`src/rtl/xbit_delay_detector.sv`:
```
// rtl/xbit_delay_detector.sv - detects the active lag of the variable bit-delay shifter
module xbit_delay_detector #(
    parameter  int MAX_LEN = 15,
    parameter  int OFFSET  = 2,
    parameter  int WIN     = 32,
    parameter  int LOSS    = 4,
    parameter  int TIMEOUT = 1024,
    localparam int LEN_W   = (MAX_LEN < 1) ? 1 : $clog2(MAX_LEN + 1)
) (
    input  logic             clk,
    input  logic             rst_n,
    input  logic             start,
    input  logic             ref_bit,
    input  logic             dly_bit,
    output logic [LEN_W-1:0] lag,
    output logic             locked,
    output logic             busy,
    output logic             lost_pulse,
    output logic             fail_pulse
);

    localparam int HIST_D = MAX_LEN + OFFSET + 1;
    localparam int CNT_W  = $clog2(WIN + 1);
    localparam int TMO_W  = $clog2(TIMEOUT + 1);
    localparam int FILL_W = $clog2(HIST_D + 1);
    localparam int WIN_W  = $clog2(WIN);
    localparam int MISS_W = $clog2(LOSS + 1);

    localparam logic [CNT_W-1:0]  CNT_MAX   = CNT_W'(WIN);
    localparam logic [CNT_W-1:0]  CNT_LOCK  = CNT_W'(WIN - 1);
    localparam logic [TMO_W-1:0]  TMO_LAST  = TMO_W'(TIMEOUT - 1);
    localparam logic [FILL_W-1:0] FILL_LAST = FILL_W'(HIST_D - 1);
    localparam logic [WIN_W-1:0]  WIN_LAST  = WIN_W'(WIN - 1);
    localparam logic [MISS_W-1:0] MISS_LOSS = MISS_W'(LOSS);

    typedef enum logic [1:0] {
        S_IDLE,
        S_FILL,
        S_SEARCH,
        S_LOCKED
    } state_t;

    state_t state, state_n;

    // Input stage and reference history; hist[0] is the registered ref_bit.
    logic                ref_s;
    logic                dly_s;
    logic [HIST_D-1:1]   hist_q;
    logic [HIST_D-1:0]   hist;
    logic [MAX_LEN:0]    match;

    // Per-lag run counters and control counters.
    logic [CNT_W-1:0]    cnt   [MAX_LEN+1];
    logic [CNT_W-1:0]    cnt_n [MAX_LEN+1];
    logic [FILL_W-1:0]   fill_cnt, fill_n;
    logic [TMO_W-1:0]    tmo_cnt, tmo_n;
    logic [WIN_W-1:0]    win_cnt, win_n;
    logic [MISS_W-1:0]   miss_cnt, miss_n, miss_sum;
    logic [LEN_W-1:0]    lag_n;
    logic                locked_n;
    logic                lost_n;
    logic                fail_n;

    logic                hit;
    logic [LEN_W-1:0]    hit_k;
    logic                miss_now;
    logic                wrap;

    assign hist = {hist_q, ref_s};

    // Register both streams once and shift the reference into the history.
    always_ff @(posedge clk or negedge rst_n) begin
        if (!rst_n) begin
            ref_s  <= 1'b0;
            dly_s  <= 1'b0;
            hist_q <= '0;
        end else begin
            ref_s  <= ref_bit;
            dly_s  <= dly_bit;
            hist_q <= hist[HIST_D-2:0];
        end
    end

    // Compare the delayed stream against every candidate tap, skipping the fixed pipeline latency.
    always_comb begin
        match = '0;
        for (int k = 0; k <= MAX_LEN; k++) begin
            match[k] = (dly_s == hist[k + OFFSET]);
        end
    end

    // Find the lowest lag whose run is about to reach WIN; scanning downward leaves the lowest.
    always_comb begin
        hit   = 1'b0;
        hit_k = '0;
        for (int k = MAX_LEN; k >= 0; k--) begin
            if (cnt[k] == CNT_LOCK && match[k]) begin
                hit   = 1'b1;
                hit_k = LEN_W'(k);
            end
        end
    end

    assign miss_now = ~match[lag];
    assign wrap     = (win_cnt == WIN_LAST);

    // Next-state and next-output logic; start overrides everything.
    always_comb begin
        state_n  = state;
        lag_n    = lag;
        locked_n = locked;
        lost_n   = 1'b0;
        fail_n   = 1'b0;
        fill_n   = fill_cnt;
        tmo_n    = tmo_cnt;
        win_n    = win_cnt;
        miss_n   = miss_cnt;
        cnt_n    = cnt;
        // A miss on the wrap cycle is the first miss of the new window.
        miss_sum = wrap ? MISS_W'(miss_now) : miss_cnt + MISS_W'(miss_now);

        if (start) begin
            state_n  = S_FILL;
            locked_n = 1'b0;
            fill_n   = '0;
            tmo_n    = '0;
            win_n    = '0;
            miss_n   = '0;
            for (int k = 0; k <= MAX_LEN; k++) begin
                cnt_n[k] = '0;
            end
        end else begin
            case (state)
                S_IDLE: begin
                end
                S_FILL: begin
                    if (fill_cnt == FILL_LAST) begin
                        state_n = S_SEARCH;
                    end else begin
                        fill_n = fill_cnt + 1'b1;
                    end
                end
                S_SEARCH: begin
                    for (int k = 0; k <= MAX_LEN; k++) begin
                        if (!match[k]) begin
                            cnt_n[k] = '0;
                        end else if (cnt[k] == CNT_MAX) begin
                            cnt_n[k] = CNT_MAX;
                        end else begin
                            cnt_n[k] = cnt[k] + 1'b1;
                        end
                    end
                    if (hit) begin
                        state_n  = S_LOCKED;
                        lag_n    = hit_k;
                        locked_n = 1'b1;
                        win_n    = '0;
                        miss_n   = '0;
                    end else if (tmo_cnt == TMO_LAST) begin
                        state_n = S_IDLE;
                        fail_n  = 1'b1;
                        tmo_n   = '0;
                    end else begin
                        tmo_n = tmo_cnt + 1'b1;
                    end
                end
                S_LOCKED: begin
                    if (miss_sum >= MISS_LOSS) begin
                        // History is still valid, so go straight back to searching.
                        state_n  = S_SEARCH;
                        locked_n = 1'b0;
                        lost_n   = 1'b1;
                        tmo_n    = '0;
                        win_n    = '0;
                        miss_n   = '0;
                        for (int k = 0; k <= MAX_LEN; k++) begin
                            cnt_n[k] = '0;
                        end
                    end else begin
                        win_n  = wrap ? '0 : win_cnt + 1'b1;
                        miss_n = miss_sum;
                    end
                end
                default: begin
                    state_n = S_IDLE;
                end
            endcase
        end
    end

    // State register.
    always_ff @(posedge clk or negedge rst_n) begin
        if (!rst_n) begin
            state <= S_IDLE;
        end else begin
            state <= state_n;
        end
    end

    // Counters and registered outputs.
    always_ff @(posedge clk or negedge rst_n) begin
        if (!rst_n) begin
            lag        <= '0;
            locked     <= 1'b0;
            lost_pulse <= 1'b0;
            fail_pulse <= 1'b0;
            fill_cnt   <= '0;
            tmo_cnt    <= '0;
            win_cnt    <= '0;
            miss_cnt   <= '0;
            for (int k = 0; k <= MAX_LEN; k++) begin
                cnt[k] <= '0;
            end
        end else begin
            lag        <= lag_n;
            locked     <= locked_n;
            lost_pulse <= lost_n;
            fail_pulse <= fail_n;
            fill_cnt   <= fill_n;
            tmo_cnt    <= tmo_n;
            win_cnt    <= win_n;
            miss_cnt   <= miss_n;
            cnt        <= cnt_n;
        end
    end

    assign busy = (state == S_FILL) || (state == S_SEARCH);

endmodule

```
`config.mk`:
```
export PLATFORM = sky130hd
export DESIGN_NAME = xbit_delay_detector
export DESIGN_NICKNAME = d
export VERILOG_FILES = /design/src/rtl/xbit_delay_detector.sv
export SDC_FILE = /design/constraint.sdc
export NUM_CORES = 1
export LEC_CHECK = 0
export CORE_UTILIZATION = 60
export CTS_CLUSTER_DIAMETER = 100
export DETAILED_ROUTE_END_ITERATION = 7
export GPL_TIMING_DRIVEN = 1
export PLACE_DENSITY = 0.8
export SLEW_MARGIN = 30
export SYNTH_ARGS = -nofsm -noshare
export SYNTH_HDL_FRONTEND = slang
export SYNTH_SLANG_ARGS = --single-unit
```
`constraint.sdc`:
```
create_clock -name clk -period 10.2 [get_ports clk]
set_input_delay 2.04 -clock clk [delete_from_list [all_inputs] [get_ports clk]]
set_output_delay 2.04 -clock clk [all_outputs]
set_load 0.02 [all_outputs]
```
Word level (Yosys, flattened, before mapping)
Index checks and enable logic that the tools add are counted.
{ "word_totals": {"reg_bits": 148, "input_bits": 5, "out_inout_bits": 8, "wordCells": 243} }
{ "classes": {"n_addsub": 20, "n_lt_le_gt_ge": 2, "eq_ne": 60, "n_mux": 104, "n_bitwise": 2, "reduce_logical": 27} }
{ "ops": {"columns": ["cell", "n"], "rows": [
  ["$mux W6", 32],
  ["$mux W96", 2],
  ["$pmux W96 S2", 1],
  ["$add A6 B1 Y6 const B", 16],
  ["$eq A6 B5 Y1 const B", 16],
  ["$eq A6 B6 Y1 const B", 16],
  ["$mux W4", 16],
  ["$mux W11", 4],
  ["$mux W5", 7],
  ["$mux W1", 27],
  ["$pmux W11 S2", 1],
  ["$eq A1 B1 Y1", 16],
  ["$logic_and A1 B1 Y1", 16],
  ["$mux W3", 4],
  ["$ne A3 B3 Y1 const B", 4],
  ["$add A11 B1 Y11 const B", 1],
  ["$eq A11 B10 Y1 const B", 1],
  ["$add A5 B1 Y5 const B", 2],
  ["$eq A5 B5 Y1 const B", 2],
  ["$mux W2", 5],
  ["$pmux W5 S2", 1],
  ["$reduce_and A3 Y1", 3],
  ["$pmux W2 S3", 1],
  ["$pmux W3 S2", 1],
  ["16 further kinds", 20]
]} }

Longest topological paths before layout
{ "depth": {"ltp_word": 21, "mapped_depth": 14, "ltp_nobuf": 12} }

Worst setup path before layout
No wires, ideal clock.
{ "synth_path": {"path_type": "flip-flop to flip-flop", "from": "register lag[0]", "to": "register cnt[29] in the netlist's numbering", "setup_ps": 137, "arrival_ps": 3483, "required_ps": 10063, "setup_slack_ps": 6580, "path_stages_with_launch": 13, "n_path_buf": 3, "period_less_slack_ps": 3620, "path_cell_list": "dfrtp_1 > mux4_2 > mux4_2 > xnor2_1 > ha_1 > ha_1 > xnor2_1 > o21ai_1 > o21ai_0 > clkbuf_1 > clkbuf_1 > buf_1 > o21ai_0"} }
{ "synth_between": {"elab_chain_cells": 8} }
{ "synth_rtl": {"columns": ["element", "line_no", "source"], "rows": [
  ["start: declaration", "15", "output logic [LEN_W-1:0] lag,"],
  ["start signal: assignment", "215", "lag <= lag_n;"],
  ["$bmux W1 S4 (*)", "104", "assign miss_now = ~match[lag];"],
  ["$mux W1 (implied by the code) (*)", "104", null],
  ["$not A1 Y1 (*)", "104", null],
  ["$add A3 B1 Y3", "120", "miss_sum = wrap ? MISS_W'(miss_now) : miss_cnt + MISS_W'(miss_now);"],
  ["$mux W3 (*)", "120", null],
  ["$ge A3 B3 Y1 (*)", "168", "if (miss_sum >= MISS_LOSS) begin"],
  ["$ne A3 B3 Y1 (no line) (*)", null, null],
  ["$reduce_and A2 Y1 (no line) (*)", null, null],
  ["end signal: assignment", "223", "cnt <= cnt_n;"],
  ["end: declaration", "53", "logic [CNT_W-1:0] cnt [MAX_LEN+1];"]
]} }
Every way passes the cells marked *; elsewhere a longest branch is shown, timed or not. The select of a mux whose other input is x is not followed.
A chain may end at the register's enable or synchronous reset.

Worst setup path after layout
{ "layout_path": {"from": "input port start", "to": "register tmo_cnt[5]"} }
{ "layout_between": {"elab_chain_cells": 2, "word_cells_on_any_way": 5, "cone_classes": "2 x eq/ne; 1 x mux; 2 x reduce/logical"} }
{ "layout_rtl": {"columns": ["element", "line_no", "source"], "rows": [
  ["start: declaration", "12", "input logic start,"],
  ["$ne A3 B3 Y1 (no line) / $reduce_bool A3 Y1 (equally long branches)", null, null],
  ["$reduce_and A3 Y1 (no line)", null, null],
  ["end signal: assignment", "220", "tmo_cnt <= tmo_n;"],
  ["end: declaration", "56", "logic [TMO_W-1:0] tmo_cnt, tmo_n;"]
]} }
Parallel ways exist; a longest one is shown, timed or not.

==> impl_metrics.py <==
metrics = {
    "global_route": {
        "grt_pass1_vias": 6634,
        "use_met1_pct": 35.12,
        "met2_usage_pct": 45.08,
        "globalRoute.totalOverflow": 0,
        "grt_antenna_before_repair": 0,
        "busiest_layer": "met2",
        "track_usage_pct": 27.01,
        "grt_use_met3_pct": 5.519,
        "grt_pass1_wl_um": 31120,
        "grt_max_degree": 91,
    },
    "sta": {
        "setup_viol": 0,
        "worst_pin_slew_ns": 0.8515,
        "fin_tns_setup_ns": 0,
        "setup_slack_ns": 5.200,
        "skew_ns": 0.008454,
        "slew_headroom_pct": 43.23,
        "fmax_mhz": 200.0,
        "fin_crit_sh_pct": 49.02,
        "rsz0062_at_grt": "false",
        "hold_viol_final": 0,
        "drv_slew": 0,
        "final.min_clock_period_ns": 5.000,
    },
    "place": {
        "port_buffers": 12,
        "gp_congestion": 0.8451,
        "dp_hpwl_um": 11360,
        "pre_cts_ws_ns": 4.898,
        "place_inst": 1081,
    },
    "clock_tree": {
        "clk_pin_slew_ns": 0.06,
        "cts_tree": "done",
        "post_cts_resized": 0,
        "postCtsSetupBuffers": 0,
        "insertion_delay_ns": 0.42,
        "cts_sinks": 148,
        "cts-root-buf": "clkbuf_16",
        "ctsHtreeMaxLevel": 4,
        "cts_hold_buf": 0,
        "clk_path_buf_depth": 2,
        "cts_inserted_buffers": 17,
    },
    "final_layout": {
        "final_nets": 971,
        "final_cells": 1113,
        "multi_input_area_mm2": 0.004428,
        "layout.area.seq_mm2": 0.003704,
        "utilization_pct": 69.29,
        "area_delta_synth_final_pct": 10.82,
        "drive_gt1_share_pct": 8.431,
        "fillers": 1047,
        "mostFrequentLayoutCells": "148 x dfrtp_1, 141 x o21ai_0, 103 x nand2_1, 56 x nand3_1, 48 x inv_1",
        "n_antenna_cell": 0,
        "final_common_cell": "dfrtp_1",
    },
    "detailed_routing": {
        "routed-via-count": 6846,
        "wl_um": 17930,
        "dr.pass1.iters": 6,
        "first_iter_violations": 567,
        "avgRoutedWirePerCell_um": 16.11,
        "via_per_inst": 6.151,
        "drc": 0,
        "postRouteAntennaNets": 0,
    },
    "floorplanning": {
        "ioPinCount": 13,
        "start_util_pct": 62.53,
        "coreArea_mm2": 0.01351,
        "die_y_um": 120.6,
        "fp.dieArea_mm2": 0.01455,
        "rows": 42,
        "dieWidth_um": 120.6,
    },
    "worst_setup_path": {
        "path_cells": "clkdlybuf4s50_1 -> nor2b_1 -> o21ai_1 -> o21a_2 -> buf_4 -> nand4_1 -> a2bb2oi_2 -> or2_1 -> o31ai_1",
        "crit_path_top_delay_cell": "clkdlybuf4s50_1",
        "cp.required_ns": 10.52,
        "critical-path-max-stage-delay_ns": 0.89,
        "critical-path-top-delay-family": "buffers and inverters",
        "criticalPathCategory": "primary input to flop",
        "endpoint_kind": "flop",
        "path_max_fanout": 68,
        "crit_buf_inv": 2,
        "start_kind": "primary input",
        "arrival_ns": 5.32,
    },
    "synth": {
        "syn_inst": 918,
        "synth_edf_count": 0,
        "ys.flop_type": "dfrtp_1",
        "async_reset_ff_share_pct": 100.0,
        "ys_seq_area_share_pct": 43.86,
        "synth.avg_cell_area_um2": 9.199,
        "syn-cell-area_mm2": 0.008444,
        "yosysWarnings": 0,
        "synth_cell_types": 68,
        "syn-num-nets": 965,
        "synth_seq_cells": 148,
    },
    "pwr": {
        "vdd_drop_max_mv": 0.1480,
        "powerDensity_mw_per_mm2": 208.8,
        "p_leak_nw": 3.914,
    },
    "hold_path": {
        "hold_class": "flop to flop",
    },
    "job": {
        "cap_viol_max_count": 0,
    },
    "outcome": {
        "status": "finished, final reports clean",
    },
}
[path summary, 6_finish.rpt]
path / to / slack (ns) / cells after the start / start
max in group asynchronous: cnt[60] / 7.34 / 2 / rst_n
setup reg to reg: tmo_cnt[5] / 5.36 / 13 / lag[2]
setup / recovery: tmo_cnt[5] / 5.20 / 9 / start
min in group asynchronous: tmo_cnt[4] / 1.65 / 1 / rst_n
hold reg to reg: hist_q[2] / 0.35 / 0 / hist_q[1]
hold / removal: hist_q[2] / 0.35 / 0 / hist_q[1]
[sequential cells by signal, summed over array words and instances, names as in the netlist, 2 cells and up]
signal	flops
fill_cnt	5
tmo_cnt	11
win_cnt	5
miss_cnt	3
hist_q	17
lag	4
state	2
cnt	96
[logic make-up after synthesis]
kind of cell	after synthesis	share of synthesized area, %
simple gates	361	22.82
xor+xnor	17	1.852
fa+ha+maj	42	6.223
buf+inv	77	3.882
compound gates	262	19.23
flops	148	43.86
mux	11	2.134
[power breakdown]
part	internal (W)	switching, W
clock network	0.000477	0.000240
registers	0.000647	0.0000790
logic	0.000185	0.000326
[per-layer routing]
layer / routed length [um] / up-vias / share of wire (%)
met5: 0 / - / 0
met4: 290 / 0 / 1.6
met3: 879 / 25 / 4.9
met2: 8678 / 177 / 48
met1: 8082 / 3312 / 45
li1: - / 3332 / -
[area by class of cell]
cell class	instances	area share [%]
timing repair buffer	16	1.618
multi-input combinational	693	47.32
tap	176	2.353
inverter	48	1.925
clock inverter	10	2.139
sequential	148	39.58
clock buffer	22	5.068
[cell usage after synthesis (all sizes together), types with 12 or more instances]
library cell	n	area [um^2]
nor2	35	131.4
a21oi	24	120.1
nor2b	15	93.84
o21ai	144	720.7
dfrtp	148	3704
nand2b	32	200.2
o31ai	39	292.8
and3	29	186.4
nor3	12	60.06
clkbuf	19	71.32
ha	42	525.5
inv	48	180.2
nand2	103	386.6
or2	22	137.6
o41ai	15	131.4
nand3	56	280.3
[metrics by stage]
stage	power [W]	cell area [um^2]	hold WS, ns
6_report	0.001954	9358	0.3493
2_1_floorplan	0.001088	8444	0.3312
5_1_grt	0.002070	9358	0.3537
3_5_place_dp	0.001233	8681	0.3371
4_1_cts	0.001959	9355	0.3506
3_3_place_gp	0.001220	8681	0.3333
No activity file was read; power rests on OpenSTA's default activity.
